### src/rtl/jump_input_conditioner.sv
// jump_input_conditioner
//
// Turns a raw jump pushbutton and a raw pause switch into clean control
// signals for the CPU. A button press becomes exactly one jump request,
// which stays pending until the display reports that it has consumed a frame.
//
// Ports
//   clk         : 100 MHz system clock; the only clock
//   reset       : asynchronous active-low reset; release is synchronised to clk
//   button_raw  : asynchronous jump pushbutton
//   pause_raw   : asynchronous pause switch
//   frame_ack   : one-cycle pulse when the display has consumed a frame
//   jump_req    : high while a jump is pending (registered)
//   jump_word   : CPU register image {29'd0, jump_req x3} (registered)
//   pause_db    : debounced pause level (registered)
//   jump_count  : number of jumps delivered, modulo 256 (registered)
//
// Parameter
//   DEBOUNCE_CYCLES : consecutive cycles a new level must hold before it is
//                     accepted

module jump_input_conditioner #(
  parameter int DEBOUNCE_CYCLES = 1000000
) (
  input  logic        clk,
  input  logic        reset,
  input  logic        button_raw,
  input  logic        pause_raw,
  input  logic        frame_ack,
  output logic        jump_req,
  output logic [31:0] jump_word,
  output logic        pause_db,
  output logic [7:0]  jump_count
);

  // A one-cycle debounce still needs a one-bit counter so the vectors are legal.
  localparam int CNT_W = (DEBOUNCE_CYCLES > 1) ? $clog2(DEBOUNCE_CYCLES) : 1;
  localparam logic [CNT_W-1:0] CNT_TERM = CNT_W'(DEBOUNCE_CYCLES - 1);

  typedef enum logic [1:0] {
    IDLE = 2'd0,
    PEND = 2'd1,
    HOLD = 2'd2
  } state_t;

  // One debounce step. Returns {next_stable, next_count}.
  // The counter only runs while the synchronised input disagrees with the
  // accepted level. It reaches CNT_TERM after DEBOUNCE_CYCLES-1 cycles of
  // disagreement, and the new level is taken on the next cycle of
  // disagreement. Any agreement before then clears the counter, so a shorter
  // glitch is forgotten.
  function automatic logic [CNT_W:0] db_step(
    input logic             sync_v,
    input logic             stable_v,
    input logic [CNT_W-1:0] cnt_v
  );
    logic             stable_n;
    logic [CNT_W-1:0] cnt_n;
    stable_n = stable_v;
    cnt_n    = {CNT_W{1'b0}};
    if (sync_v == stable_v) begin
      cnt_n = {CNT_W{1'b0}};
    end else if (cnt_v == CNT_TERM) begin
      stable_n = sync_v;
      cnt_n    = {CNT_W{1'b0}};
    end else begin
      cnt_n = cnt_v + {{(CNT_W-1){1'b0}}, 1'b1};
    end
    return {stable_n, cnt_n};
  endfunction

  logic [1:0]       rst_sync_r;
  logic             rst_n_s;
  logic             btn_meta_r, btn_sync_r, btn_stable_r, btn_stable_d_r;
  logic             pause_meta_r, pause_sync_r, pause_stable_r;
  logic [CNT_W-1:0] btn_cnt_r, pause_cnt_r;
  logic [CNT_W:0]   btn_step_s, pause_step_s;
  logic             btn_rise_s;
  state_t           state_r, state_next_s;
  logic             count_inc_s;
  logic             jump_req_r;
  logic [31:0]      jump_word_r;
  logic [7:0]       jump_count_r;

  // Reset synchroniser: assertion is immediate, release follows two clk edges.
  always_ff @(posedge clk or negedge reset) begin
    if (!reset) begin
      rst_sync_r <= 2'b00;
    end else begin
      rst_sync_r <= {rst_sync_r[0], 1'b1};
    end
  end

  assign rst_n_s = rst_sync_r[1];

  // Two-flop synchronisers for both asynchronous inputs.
  always_ff @(posedge clk or negedge rst_n_s) begin
    if (!rst_n_s) begin
      btn_meta_r   <= 1'b0;
      btn_sync_r   <= 1'b0;
      pause_meta_r <= 1'b0;
      pause_sync_r <= 1'b0;
    end else begin
      btn_meta_r   <= button_raw;
      btn_sync_r   <= btn_meta_r;
      pause_meta_r <= pause_raw;
      pause_sync_r <= pause_meta_r;
    end
  end

  assign btn_step_s   = db_step(btn_sync_r, btn_stable_r, btn_cnt_r);
  assign pause_step_s = db_step(pause_sync_r, pause_stable_r, pause_cnt_r);

  // Independent debounce state for the button and the pause switch.
  always_ff @(posedge clk or negedge rst_n_s) begin
    if (!rst_n_s) begin
      btn_stable_r   <= 1'b0;
      btn_stable_d_r <= 1'b0;
      btn_cnt_r      <= {CNT_W{1'b0}};
      pause_stable_r <= 1'b0;
      pause_cnt_r    <= {CNT_W{1'b0}};
    end else begin
      btn_stable_r   <= btn_step_s[CNT_W];
      btn_stable_d_r <= btn_stable_r;
      btn_cnt_r      <= btn_step_s[CNT_W-1:0];
      pause_stable_r <= pause_step_s[CNT_W];
      pause_cnt_r    <= pause_step_s[CNT_W-1:0];
    end
  end

  assign btn_rise_s = btn_stable_r & ~btn_stable_d_r;

  // FSM next state. Pause overrides everything. Once paused, no rise is seen
  // again until the button is released and pressed again.
  always_comb begin
    state_next_s = state_r;
    count_inc_s  = 1'b0;
    if (pause_stable_r) begin
      state_next_s = IDLE;
    end else begin
      case (state_r)
        IDLE: begin
          // A frame_ack in the same cycle is not consumed here.
          if (btn_rise_s) begin
            state_next_s = PEND;
          end else begin
            state_next_s = IDLE;
          end
        end
        PEND: begin
          if (frame_ack) begin
            state_next_s = HOLD;
            count_inc_s  = 1'b1;
          end else begin
            state_next_s = PEND;
          end
        end
        HOLD: begin
          if (!btn_stable_r) begin
            state_next_s = IDLE;
          end else begin
            state_next_s = HOLD;
          end
        end
        default: begin
          state_next_s = IDLE;
        end
      endcase
    end
  end

  // State register and registered outputs; request outputs track entry to PEND.
  always_ff @(posedge clk or negedge rst_n_s) begin
    if (!rst_n_s) begin
      state_r      <= IDLE;
      jump_req_r   <= 1'b0;
      jump_word_r  <= 32'd0;
      jump_count_r <= 8'd0;
    end else begin
      state_r      <= state_next_s;
      jump_req_r   <= (state_next_s == PEND);
      jump_word_r  <= {29'd0, {3{state_next_s == PEND}}};
      if (count_inc_s) begin
        jump_count_r <= jump_count_r + 8'd1;
      end else begin
        jump_count_r <= jump_count_r;
      end
    end
  end

  assign jump_req   = jump_req_r;
  assign jump_word  = jump_word_r;
  assign pause_db   = pause_stable_r;
  assign jump_count = jump_count_r;

endmodule

### config.mk
export PLATFORM = sky130hd
export DESIGN_NAME = jump_input_conditioner
export DESIGN_NICKNAME = d
export VERILOG_FILES = /design/src/rtl/jump_input_conditioner.sv
export SDC_FILE = /design/constraint.sdc
export NUM_CORES = 1
export LEC_CHECK = 0
export ABC_AREA = 1
export CAP_MARGIN = 20
export CORE_MARGIN = 2
export CORE_UTILIZATION = 50
export DETAILED_ROUTE_END_ITERATION = 16
export GPL_ROUTABILITY_DRIVEN = 1
export GPL_TIMING_DRIVEN = 0
export PLACE_DENSITY = 0.77
export SYNTH_ARGS = -nofsm -noshare
export SYNTH_HDL_FRONTEND = slang
export SYNTH_SLANG_ARGS = --single-unit
### constraint.sdc
create_clock -name clk -period 1.93 [get_ports clk]
set_clock_uncertainty 0.05 [all_clocks]
set_input_delay 0.193 -clock clk [delete_from_list [all_inputs] [get_ports clk]]
set_output_delay 0.193 -clock clk [all_outputs]
set_load 0.02 [all_outputs]
==> qor.csv <==
metric,value,unit
status,"finished, final reports clean",
p_total,0.00262,W
post_cts_buffers,0,
finalInstanceArea,4000,µm²
regArea,1500,µm²
grt_pass1_vias,2524,
dieArea,7460,µm²
setup_ws,156,ps
slowest_stage,clkdlybuf4s50_1,
fmax,564,MHz
path_clk_slew,80,ps
clock_path_buffers,2,
vdd_ir_drop_max,426,µV
pre_cts_slack,291,ps
final-setup-viol-count,0,
cpPeakStageDelay,660,ps
syn2layout_area_growth,17.8,%
synth_top_area_frac,0.442,
setup.worst_path.class,register to output port,
placementRows,30,
endpoint,pause_db,
synth-async-reset-ratio,1.00,
synth_edf_count,0,
grt.overflow.total,0,
slew_headroom,0.602,
path_depth,1,
syn_avg_cell_area,8.26,µm²
insertion_delay,350,ps
grt_pass1_wl,11000,µm
cts_sinks,60,
gp_congestion,0.888,
cp_num_buf_inv,1,
layout-drive-gt1-share,0.184,
antenna_found_initial,0,
ff2ff_path_depth,6,
cpLargestDelayFamily,buffers and inverters,
dieWidth,86.4,µm
die_h,86.4,µm
hp-class,register to async pin,
cp.required,1690,ps
drt-initial-drc-count,99,
worstReg2RegEnd,pause_cnt_r[18],
synthFlopType,dfrtp_1,
synth.most_common_cell,nor2_1,
synth_seq_cells,60,
slew_violations,0,
diodes,0,
arrival,1530,ps
period_share,0.919,
crit_fanout,7,
startpoint,pause_db,
grtUsageTotal,0.189,
synth_cells,411,
rsz0062_at_grt,no,
worstPathCellList,clkdlybuf4s50_1,
post-route-min-period,1770,ps
drc,0,
nFillCells,589,
cp-end-kind,output port,
synth.largest_area_cell,dfrtp_1,
placeableCoreArea,6680,µm²
setup_tns,0,ps
wl_per_cell,11.2,µm
firstDrtPassIters,5,
io_buffers,17,
num_io_pins,47,
p_leak,1.86,nW
synth_cell_types,32,
ant_nets,0,
final_hold_viol_count,0,
synth_common_cells,"nor2_1, nand2_1, dfrtp_1",
multi_input_area,1610,µm²
cts_made_buffers,9,
cts_tree,yes,
synth_warnings,0,
htreeDepth,3,
synthesis.area,3390,µm²
viasPerCell,4.69,
cp-start-kind,register,
dpl.hpwl,4720,µm
drv_cap,0,
powerDensity,654,nW/µm²
initial_core_util,0.508,
fin_util,0.599,
r2r_slack,360,ps
wirelength,6190,µm
r2r-start,pause_cnt_r[0],
synth.top_cells.by_area,"dfrtp_1, nor2_1, nand2_1, buf_4, nand3_1",
grt_max_degree,33,
place_area,3790,µm²
final_nets,477,
yosysSeqAreaShare,0.442,
tightest_slew,597,ps
cts_root_buf,clkbuf_8,
vias,2597,
-- report_power, final --
group / total [W] / internal [W] / leakage (nW) / switching, W
registers: 0.00130 / 0.00127 / 0.813 / 0.0000238
clock network: 0.00115 / 0.000602 / 0.0923 / 0.000548
logic: 0.000170 / 0.0000685 / 0.953 / 0.000101
-- logic make-up after synthesis --
| logic type | after synthesis | share of synthesized area |
|---|---|---|
| DFF | 60 | 0.442 |
| other | 2 | 0.00221 |
| buffers and inverters | 72 | 0.115 |
| xor gates and xnor gates | 26 | 0.0715 |
| AOI/OAI and AO/OA | 13 | 0.0243 |
| and+or+nand+nor | 235 | 0.333 |
| adders and majority gates | 3 | 0.0111 |
-- metrics by stage --
stage | hold WS [ps] | std cells
after floorplan | -153 | 439
after global placement | 282 | 536
final | 214 | 554
after CTS | 213 | 554
after global routing | 218 | 554
after detailed placement | 252 | 537
-- per-layer routing --
layer	wire length, µm	GRT usage	up-vias
met5	0	0	-
li1	-	-	1351
met4	42	0.0795	0
met3	244	0.0533	5
met1	2890	0.241	1196
met2	3010	0.301	45
-- sequential cells by signal, summed over array words and instances, names as in the netlist --
| name | count |
|---|---|
| btn_cnt_r | 20 |
| btn_meta_r | 1 |
| btn_stable_d_r | 1 |
| btn_stable_r | 1 |
| btn_sync_r | 1 |
| jump_count | 8 |
| jump_req | 1 |
| pause_cnt_r | 20 |
| pause_db | 1 |
| pause_meta_r | 1 |
| pause_sync_r | 1 |
| rst_sync_r | 2 |
| state_r | 2 |
-- cells in the final DEF (no fill, tap or decap), types with 2 or more instances in the layout --
master           netlist  routed
nor2_1                82      82
dfrtp_1               60      59
conb_1                 2      30
nand3_2                6       6
o21ai_0                3       3
ha_1                   3       3
nand4_1                7       7
clkinvlp_4             0       3
a2111oi_0              2       2
nor3_4                 2       2
nand2_1               74      74
inv_2                  6       6
nor2_2                 8       8
inv_1                 33      33
xor2_1                14      14
o21bai_1               4       4
xnor2_1               10      10
nor3b_1                2       2
nor2_4                 4       4
and2_1                 2       2
a21oi_1                3       3
nand3b_1               3       3
nand2_4                2       2
clkbuf_8               0       9
nand2_2                3       3
nor3_1                 4       4
nor3_2                 2       2
clkdlybuf4s50_1        0      17
nand3_1               33      33
inv_6                  0       2
buf_4                 32      32
-- cell type report --
class / instances / share of cell area
plain buffers: 33 / 0.0613
clock buffers: 9 / 0.0310
clock inverters: 7 / 0.0188
inverters: 39 / 0.0366
multi-input cells: 307 / 0.402
flip-flops and latches: 60 / 0.376
well taps: 80 / 0.0250
repair buffers: 19 / 0.0500
-- worst min-delay path by stage --
stage / slack (ps) / to / start / cells past startpoint
5_1_grt: 220 / btn_meta_r / button_raw / 1
3_5_place_dp: 250 / btn_cnt_r[2] / rst_sync_r[1] / 0
3_3_place_gp: 280 / pause_sync_r / pause_meta_r / 0
6_report: 210 / btn_cnt_r[8] / rst_sync_r[1] / 0
4_1_cts: 210 / btn_meta_r / button_raw / 1
2_1_floorplan: -150 / rst_sync_r[0] / reset / 0
-- repair_timing --
| item | 4_1_cts | 5_1_grt |
|---|---|---|
| hold buffers | 1 | 0 |
| resized for setup | 0 | 0 |
| hold endpoints to repair | 2 | 0 |
No activity file was read; power rests on OpenSTA's default activity.
